==> src/rtl/axi_pkg.sv <==
// axi_pkg: shared AXI types, width constants and slave write-path states
package axi_pkg;
  localparam int AXI_ID_BITS = 4;
  localparam int AXI_IDS_BITS = 8;
  localparam int AXI_ADDR_BITS = 32;
  localparam int AXI_DATA_BITS = 32;
  localparam int AXI_STRB_BITS = AXI_DATA_BITS / 8;
  localparam int AXI_LEN_BITS = 4;
  localparam int AXI_SIZE_BITS = 3;
  typedef enum logic [1:0] {BURST_FIXED, BURST_INCR, BURST_WRAP, BURST_RSVD} burst_t;
  typedef enum logic [1:0] {RESP_OKAY, RESP_EXOKAY, RESP_SLVERR, RESP_DECERR} resp_t;
  typedef enum logic [1:0] {WR_IDLE, WR_DATA, WR_RESP} wr_state_t;
endpackage

==> src/rtl/axi_burst_addr_gen.sv <==
// axi_burst_addr_gen: combinational next-beat address for FIXED/INCR/WRAP bursts
module axi_burst_addr_gen import axi_pkg::*; #(
  parameter int ADDR_W = AXI_ADDR_BITS,
  parameter int LEN_W = AXI_LEN_BITS
) (
  input  logic [ADDR_W-1:0]        cur_addr,
  input  logic [AXI_SIZE_BITS-1:0] size,
  input  logic [LEN_W-1:0]         len,
  input  burst_t                   burst,
  output logic [ADDR_W-1:0]        next_addr
);
  logic [ADDR_W-1:0] step, mask;
  always_comb begin
    step = ADDR_W'(1) << size;
    mask = ((ADDR_W'(len) + ADDR_W'(1)) << size) - ADDR_W'(1);
    next_addr = burst == BURST_FIXED ? cur_addr :
                burst == BURST_WRAP ? (cur_addr & ~mask) | ((cur_addr + step) & mask) :
                cur_addr + step;
  end
endmodule

==> src/rtl/axi_slave_write_ctrl.sv <==
// axi_slave_write_ctrl: single-outstanding AXI3 write slave driving an SRAM-style port
module axi_slave_write_ctrl import axi_pkg::*; #(
  parameter int ID_W = AXI_IDS_BITS,
  parameter int ADDR_W = AXI_ADDR_BITS,
  parameter int DATA_W = AXI_DATA_BITS,
  parameter int LEN_W = AXI_LEN_BITS,
  parameter logic [ADDR_W-1:0] BASE_ADDR = 'h0001_0000,
  parameter logic [ADDR_W-1:0] RANGE_BYTES = 'h0001_0000,
  parameter int STRB_W = DATA_W / 8,
  parameter int MEM_AW = $clog2(RANGE_BYTES / STRB_W)
) (
  input  logic              ACLK,
  input  logic              ARESET,
  input  logic [ID_W-1:0]   AWID,
  input  logic [ADDR_W-1:0] AWADDR,
  input  logic [LEN_W-1:0]  AWLEN,
  input  logic [2:0]        AWSIZE,
  input  logic [1:0]        AWBURST,
  input  logic              AWVALID,
  output logic              AWREADY,
  input  logic [DATA_W-1:0] WDATA,
  input  logic [STRB_W-1:0] WSTRB,
  input  logic              WLAST,
  input  logic              WVALID,
  output logic              WREADY,
  output logic [ID_W-1:0]   BID,
  output logic [1:0]        BRESP,
  output logic              BVALID,
  input  logic              BREADY,
  output logic              mem_we,
  output logic [MEM_AW-1:0] mem_addr,
  output logic [DATA_W-1:0] mem_wdata,
  output logic [STRB_W-1:0] mem_be
);
  localparam int SZ_MAX = $clog2(STRB_W);
  localparam logic [ADDR_W:0] LIM = {1'b0, BASE_ADDR} + {1'b0, RANGE_BYTES};
  wr_state_t state, state_n;
  logic [ID_W-1:0] id_q;
  logic [ADDR_W-1:0] addr_q, addr_n, step;
  logic [LEN_W-1:0] len_q;
  logic [2:0] size_q;
  burst_t burst_q;
  logic [LEN_W:0] cnt;
  resp_t err_q, aw_err;
  logic [ADDR_W:0] aw_end;
  logic aw_hs, w_hs, last, wrap_len_bad;
  axi_burst_addr_gen #(.ADDR_W(ADDR_W), .LEN_W(LEN_W)) u_gen (
    .cur_addr(addr_q), .size(size_q), .len(len_q), .burst(burst_q), .next_addr(addr_n)
  );
  // aw_end is one past the last byte touched, one bit wider so the window end cannot wrap
  always_comb begin
    step = ADDR_W'(1) << AWSIZE;
    aw_end = AWBURST == BURST_FIXED ? {1'b0, AWADDR} + {1'b0, step} :
             {1'b0, AWADDR} + (((ADDR_W+1)'(AWLEN) + (ADDR_W+1)'(1)) << AWSIZE);
    wrap_len_bad = AWLEN == '0 || (AWLEN & (AWLEN + LEN_W'(1))) != '0;
    aw_err = (AWADDR < BASE_ADDR || aw_end > LIM) ? RESP_DECERR :
             (AWSIZE > 3'(SZ_MAX) || AWBURST == BURST_RSVD ||
              (AWBURST == BURST_WRAP && (wrap_len_bad || (AWADDR & (step - ADDR_W'(1))) != '0))) ? RESP_SLVERR :
             RESP_OKAY;
    last = cnt == {1'b0, len_q};
    AWREADY = !ARESET && state == WR_IDLE;
    WREADY = !ARESET && state == WR_DATA;
    BVALID = !ARESET && state == WR_RESP;
    aw_hs = AWVALID && AWREADY;
    w_hs = WVALID && WREADY;
    mem_we = w_hs && err_q == RESP_OKAY;
    mem_addr = MEM_AW'((addr_q - BASE_ADDR) >> SZ_MAX);
    mem_wdata = WDATA;
    mem_be = WSTRB;
    BID = id_q;
    BRESP = err_q;
    state_n = state == WR_IDLE ? (aw_hs ? WR_DATA : WR_IDLE) :
              state == WR_DATA ? (w_hs && (WLAST || last) ? WR_RESP : WR_DATA) :
              (BREADY ? WR_IDLE : WR_RESP);
  end
  always_ff @(posedge ACLK) state <= ARESET ? WR_IDLE : state_n;
  always_ff @(posedge ACLK) begin
    if (ARESET) begin
      id_q <= '0;
      addr_q <= '0;
      len_q <= '0;
      size_q <= '0;
      burst_q <= BURST_FIXED;
      cnt <= '0;
      err_q <= RESP_OKAY;
    end else if (aw_hs) begin
      id_q <= AWID;
      addr_q <= AWADDR;
      len_q <= AWLEN;
      size_q <= AWSIZE;
      burst_q <= burst_t'(AWBURST);
      cnt <= '0;
      err_q <= aw_err;
    end else if (w_hs) begin
      cnt <= cnt + (LEN_W+1)'(1);
      addr_q <= addr_n;
      // a WLAST that disagrees with the beat count downgrades an otherwise clean burst
      if (WLAST != last && err_q == RESP_OKAY) err_q <= RESP_SLVERR;
    end
  end
endmodule

==> config.mk <==
export PLATFORM = sky130hd
export DESIGN_NAME = axi_slave_write_ctrl
export DESIGN_NICKNAME = d
export VERILOG_FILES = /design/src/rtl/axi_pkg.sv /design/src/rtl/axi_burst_addr_gen.sv /design/src/rtl/axi_slave_write_ctrl.sv
export SDC_FILE = /design/constraint.sdc
export NUM_CORES = 1
export LEC_CHECK = 0
export ABC_CLOCK_PERIOD_IN_PS = 5400
export CORE_MARGIN = 4
export CORE_UTILIZATION = 40
export DETAILED_ROUTE_END_ITERATION = 8
export HOLD_SLACK_MARGIN = 0.02
export PLACE_DENSITY = 0.71
export SLEW_MARGIN = 0
export SYNTH_ARGS = -nofsm -noshare
export SYNTH_HDL_FRONTEND = slang
export SYNTH_SLANG_ARGS = --single-unit
==> constraint.sdc <==
create_clock -name ACLK -period 5.4 [get_ports ACLK]
set_input_delay 1.08 -clock ACLK [delete_from_list [all_inputs] [get_ports ACLK]]
set_output_delay 1.08 -clock ACLK [all_outputs]
set_load 0.03 [all_outputs]
### After elaboration in Yosys (flattened, before gate mapping)

Cells that the tools add are included.

| cells by class | value |
|---|---|
| magnitude comparators | 3 |
| eq/ne operators | 8 |
| div/mod/pow operators | 0 |
| bitwise operators | 6 |
| multipliers | 0 |
| muxes and demuxes | 15 |
| add/subtract/negate cells | 10 |
| reductions and logical operators | 28 |
| shift-type cells | 4 |

Operators with widths:

| kind | count |
|---|---|
| 32-bit two-way mux | 4 |
| 32-bit AND | 3 |
| 1-bit by 3-bit << shifter with 32-bit output, first input constant | 2 |
| 32-bit by 1-bit subtractor with 32-bit output, second input constant | 2 |
| 32-bit by 32-bit adder with 33-bit output | 1 |
| 32-bit by 33-bit adder with 33-bit output | 1 |
| 33-bit by 18-bit > comparator with 1-bit output, second input constant | 1 |
| 33-bit two-way mux | 1 |
| 5-bit by 3-bit << shifter with 33-bit output | 1 |
| 32-bit adder | 1 |
| 32-bit by 17-bit less-than comparator with 1-bit output, second input constant | 1 |
| 32-bit NOT | 1 |
| 32-bit bitwise OR | 1 |
| 32-bit nonzero test | 1 |
| 32-bit by 3-bit << shifter with 32-bit output | 1 |
| 2-bit two-way mux | 9 |
| 16-bit by 1-bit subtractor with 16-bit output, second input constant | 1 |
| 4-bit by 1-bit adder with 5-bit output, second input constant | 2 |
| 1-bit logical AND | 9 |
| 2-bit == test, second input constant | 4 |
| 2-bit logical NOT | 4 |
| 1-bit logical OR | 6 |
| 5-bit by 1-bit adder with 5-bit output, second input constant | 1 |
| 5-bit by 4-bit == test with 1-bit output | 1 |
| other kinds (13) | 15 |

| word-level totals | value |
|---|---|
| logic and storage cells | 82 |
| RAM bits | 0 |
| latch bits | 0 |
| memories | 0 |
| memory bits (read-only) | 0 |
| input port bits | 91 |
| output and inout bits | 64 |
| flip-flop bits (word level) | 58 |

### Depth between registers and ports, before layout

| depth | value |
|---|---|
| word-level depth | 10 |
| gate-level depth with buffers | 16 |
| gate-level depth less buffers | 16 |

### Modules after synthesis

Synthesis repeated with hierarchy kept, for this count alone.

| unflattened totals | value |
|---|---|
| cell total of the unflattened synthesis | 855 |
| area, all modules | 6130.9 sq um |

Modules (own cells, without submodules):

| module | times used | area each (sq um) | cells an instance |
|---|---|---|---|
| axi_slave_write_ctrl | 1 | 4341.7 | 586 |
| axi_burst_addr_gen | 1 | 1789.2 | 269 |

### Worst setup path after synthesis

Ideal clock, no wire load.

| path | value |
|---|---|
| kind | in2reg |
| start | input port AWLEN[0] |
| end | register err_q[1] (netlist: BRESP[1]) |
| path buffers | 0 |
| arrival | 4365 ps |
| data required time | 5267 ps |
| path slack | 902 ps |
| stages | 16 |
| library setup time | 133 ps |
| cells stage by stage | ha_1 -> inv_1 -> ha_1 -> o31ai_1 -> o21ai_0 -> nor2_1 -> ha_1 -> o21ai_0 -> nor3_1 -> or4_4 -> a2111oi_4 -> nand4_2 -> o311ai_2 -> a21oi_1 -> a2111oi_2 -> a211oi_1 |

| on the way | value |
|---|---|
| longest elaborated chain between the ends | 10 |
| elaborated cells between the ends (all ways) | 17 |
| those cells by class | add/sub (3); order compare (1); shift (1); mux (4); bitwise (1); reduce/logical (7) |

Ends and longest elaborated chain:

| element | line | RTL |
|---|---|---|
| start, declared | axi_slave_write_ctrl.sv:16 | `input logic [LEN_W-1:0] AWLEN,` |
| branches (longest 8 deep; another with 32-bit by 33-bit adder with 33-bit output) | n/a |  |
| 2-bit two-way mux * | axi_slave_write_ctrl.sv:56 | `aw_err = (AWADDR < BASE_ADDR \|\| aw_end > LIM) ? RESP_DECERR :` |
| 2-bit two-way mux * | axi_slave_write_ctrl.sv:86 | `end else if (aw_hs) begin` |
| end signal, assigned | axi_slave_write_ctrl.sv:93 | `err_q <= aw_err;` |
| end, declared | axi_slave_write_ctrl.sv:44 | `resp_t err_q, aw_err;` |

Mark *: on every way between the ends.
A chain may end at the register's enable or synchronous reset.

### Worst setup path in the final report

| path | value |
|---|---|
| start | input port AWLEN[1] |
| end | register err_q[1] (netlist: BRESP[1]) |

The elaborated chain is that of the path after synthesis.

==> impl_metrics.toml <==
[clock_network]
cts_root_buffer = "clkbuf_16"
cts_resized = 0
clk_pin_slew_worst_paths_ps = 70
clock-sinks = 42
cts-htree-levels = 2
numCtsBuffers = 5
cts_buffer_depth = 2
postCtsSetupBuffers = 0
clk_latency_ps = 290
cts_tree = "built"
ctsHoldBuffers = 0

[grt]
grt_max_degree = 40
grtUsageTotal = 0.2045
grt_pass1_vias = 4862
antenna_found_initial = 0
overflow = 0
grt_pass1_wl_mm = 24.14

[sta]
rsz0062_at_grt = "no"
slew_viol_final = 0
relSlewSlack = 0.4623
timing.final.crit_share = 0.9554
period_minus_slack_ps = 5159
fmax_ghz = 0.1938
setup_viol = 0
fin_skew_ps = 7.827
hold_viol_final = 0
worst_hold_slack_ps = 473.7
worst_pin_slew_ps = 804.6

[power]
p_sw_frac = 0.3598
p_int_w = 0.0007424
pwr-share-clk = 0.306
p_seq_frac = 0.319
vdd_ir_drop_max_mv = 0.1367
comb_power_share = 0.375
powerDensity_nw_per_um2 = 206.5
power.leakage_nw = 2.084
power.switching_w = 0.0004173

[placement]
place_hpwl_mm = 11.41
place_congestion = 0.9756
numPlacedInstances = 821
io_buffers = 82

[critical_path]
worst_ep_required_time_ps = 5560
cp-start-kind = "primary input"
r2r_start = "size_q[2]"
crit_arrival_ps = 5320
critPathCaptureType = "flip-flop"
crit_type = "in2reg"
cp_max_fo = 4
crit_start = "AWLEN[1]"

[drt]
wl_per_cell_um = 17.51
drc = 0
ant_nets = 0
wl_mm = 14.51
vias = 5017
drt-vias-per-instance = 6.052
drt_iter0_drc = 325
firstDrtPassIters = 5

[logic_synthesis]
async_flop_share = 0
synth.net_count = 783
syn_area_um2 = 4807
ys_seq_elements = 42
synth_cell_types = 75
synth_ff_type = "dfxtp_1"
synth-edff-count = 0
yosysWarnings = 0
avgSynthCellArea_um2 = 7.283
syn_inst = 660
synth_seq_area_share = 0.1749

[run]
drv_cap = 0

[final_layout]
fill_cells = 1141
fin_nets = 808
finalNonFillerCells = 829
drive_gt1_frac = 0.05831
n_antenna_cell = 0
area_growth_pct = 16.84

[run_status]
status = "finished, final reports clean"

[floorplan]
ios = 155
die-area_um2 = 13840
start_util = 0.4139
die_y_um = 117.6
die_x_um = 117.6
num_rows = 39
coreArea_um2 = 11610

[min_path]
hp-class = "reg2reg"
worstHoldStart = "BID[6]"
-- per-stage QoR --
| stage | power, W | utilization | setup TNS [ps] | cell area, um2 | setup slack [ps] |
|---|---|---|---|---|---|
| floorplan | 0.0006999 | - | 0 | 4807 | 901.8 |
| global placement | 0.0007902 | 0.4668 | 0 | 5421 | 52.12 |
| detailed placement | 0.0007993 | 0.4668 | -148.6 | 5421 | -108.3 |
| CTS | 0.001154 | 0.4814 | 0 | 5590 | 186.5 |
| global route | 0.001222 | 0.4836 | 0 | 5617 | 14.39 |
| finish | 0.001160 | 0.4836 | 0 | 5617 | 240.8 |
-- critical path, stage by stage --
cell	delay [ps]
clkdlybuf4s50_1	570
ha_1	210
inv_1	50
ha_1	300
o31ai_2	280
o21ai_0	150
nor2_1	150
ha_1	300
o21ai_1	200
nor3_1	80
or4_4	510
a2111oi_4	370
nand4_2	140
o311ai_2	270
a21oi_1	110
a2111oi_2	410
a211oi_1	130
-- layout make-up --
cell class                      count  area [um2]  area share
Clock buffer                        5       125.1     0.02228
Clock inverter                      3       43.79    0.007797
Inverter                           22       82.58     0.01470
Multi-Input combinational cell    518        3420      0.6088
Sequential cell                    42       840.8      0.1497
Tap cell                          143       178.9     0.03186
Timing Repair Buffer               96       925.9      0.1648
-- routing by layer --
layer / wire length [um] / vias to the layer above / part of all wire / GRT usage
met4: 404 / 0 / 0.028 / 0.06667
met5: 0 / - / 0 / 0
li1: - / 2431 / - / -
met1: 6598 / 2356 / 0.45 / 0.2773
met3: 865 / 29 / 0.060 / 0.03316
met2: 6645 / 201 / 0.46 / 0.3313
-- Yosys cell counts, types with 19 or more instances --
library cell  instances  share of area
a21oi_1              33          0.034
clkbuf_1             20          0.016
nand3_1              19          0.020
a211oi_1             21          0.033
nor2_1               65          0.051
inv_1                21          0.016
ha_1                 30          0.078
xnor2_1              19          0.035
nand2_1              67          0.052
buf_4                50          0.078
o21ai_0              42          0.044
dfxtp_1              42           0.17
-- cell usage in the layout (no fill, tap or decap), types with 3 or more instances in the layout --
master           count
o21ai_0             40
nor3b_1              5
xor2_1              14
o21ai_1              6
nand3_1             19
o211ai_1             7
o2111ai_1            3
a21boi_0             3
clkdlybuf4s50_1     82
a31oi_1             10
and3_1               9
nand2_1             67
a21oi_1             33
mux2i_1             14
o22ai_1              4
nand4_1             16
inv_1               21
and2_1               6
nor2b_1              5
xnor2_1             19
buf_4               14
and4_1               3
a211oi_1            20
o21a_1               6
nand4b_1             3
o31ai_1              6
ha_1                28
dfxtp_1             42
nand2b_1            11
clkbuf_16            5
nor3_1              16
nor2_1              65
nor4_1               4
a211o_1              5
nand3b_1            16
-- path summary, 6_finish.rpt --
path / endpoint / slack, ps / depth (start not counted)
max: BRESP[1] / 240 / 17
max reg2reg: flip-flop / 1520 / 13
min reg2reg: BID[6] / 470 / 2
min: BID[6] / 470 / 2
-- cells by family after synthesis --
group                      count (synthesis)  share of synthesized area
DFF                                       42                     0.1749
and+or+nand+nor                          260                     0.2751
AOI/OAI and AO/OA                        177                     0.2494
xor gates and xnor gates                  34                    0.06351
adders and majority gates                 32                    0.08641
buffers and inverters                    100                     0.1192
muxes                                     15                    0.03149
-- power groups by stage --
stage	clock, W	combinational [W]	sequential (W)
floorplan	0	0.000329	0.000371
global placement	0	0.000416	0.000374
detailed placement	0	0.000424	0.000376
CTS	0.000358	0.000427	0.000369
global route	0.000374	0.000475	0.000373
finish	0.000355	0.000434	0.000370
No activity file was read; power rests on OpenSTA's default activity.
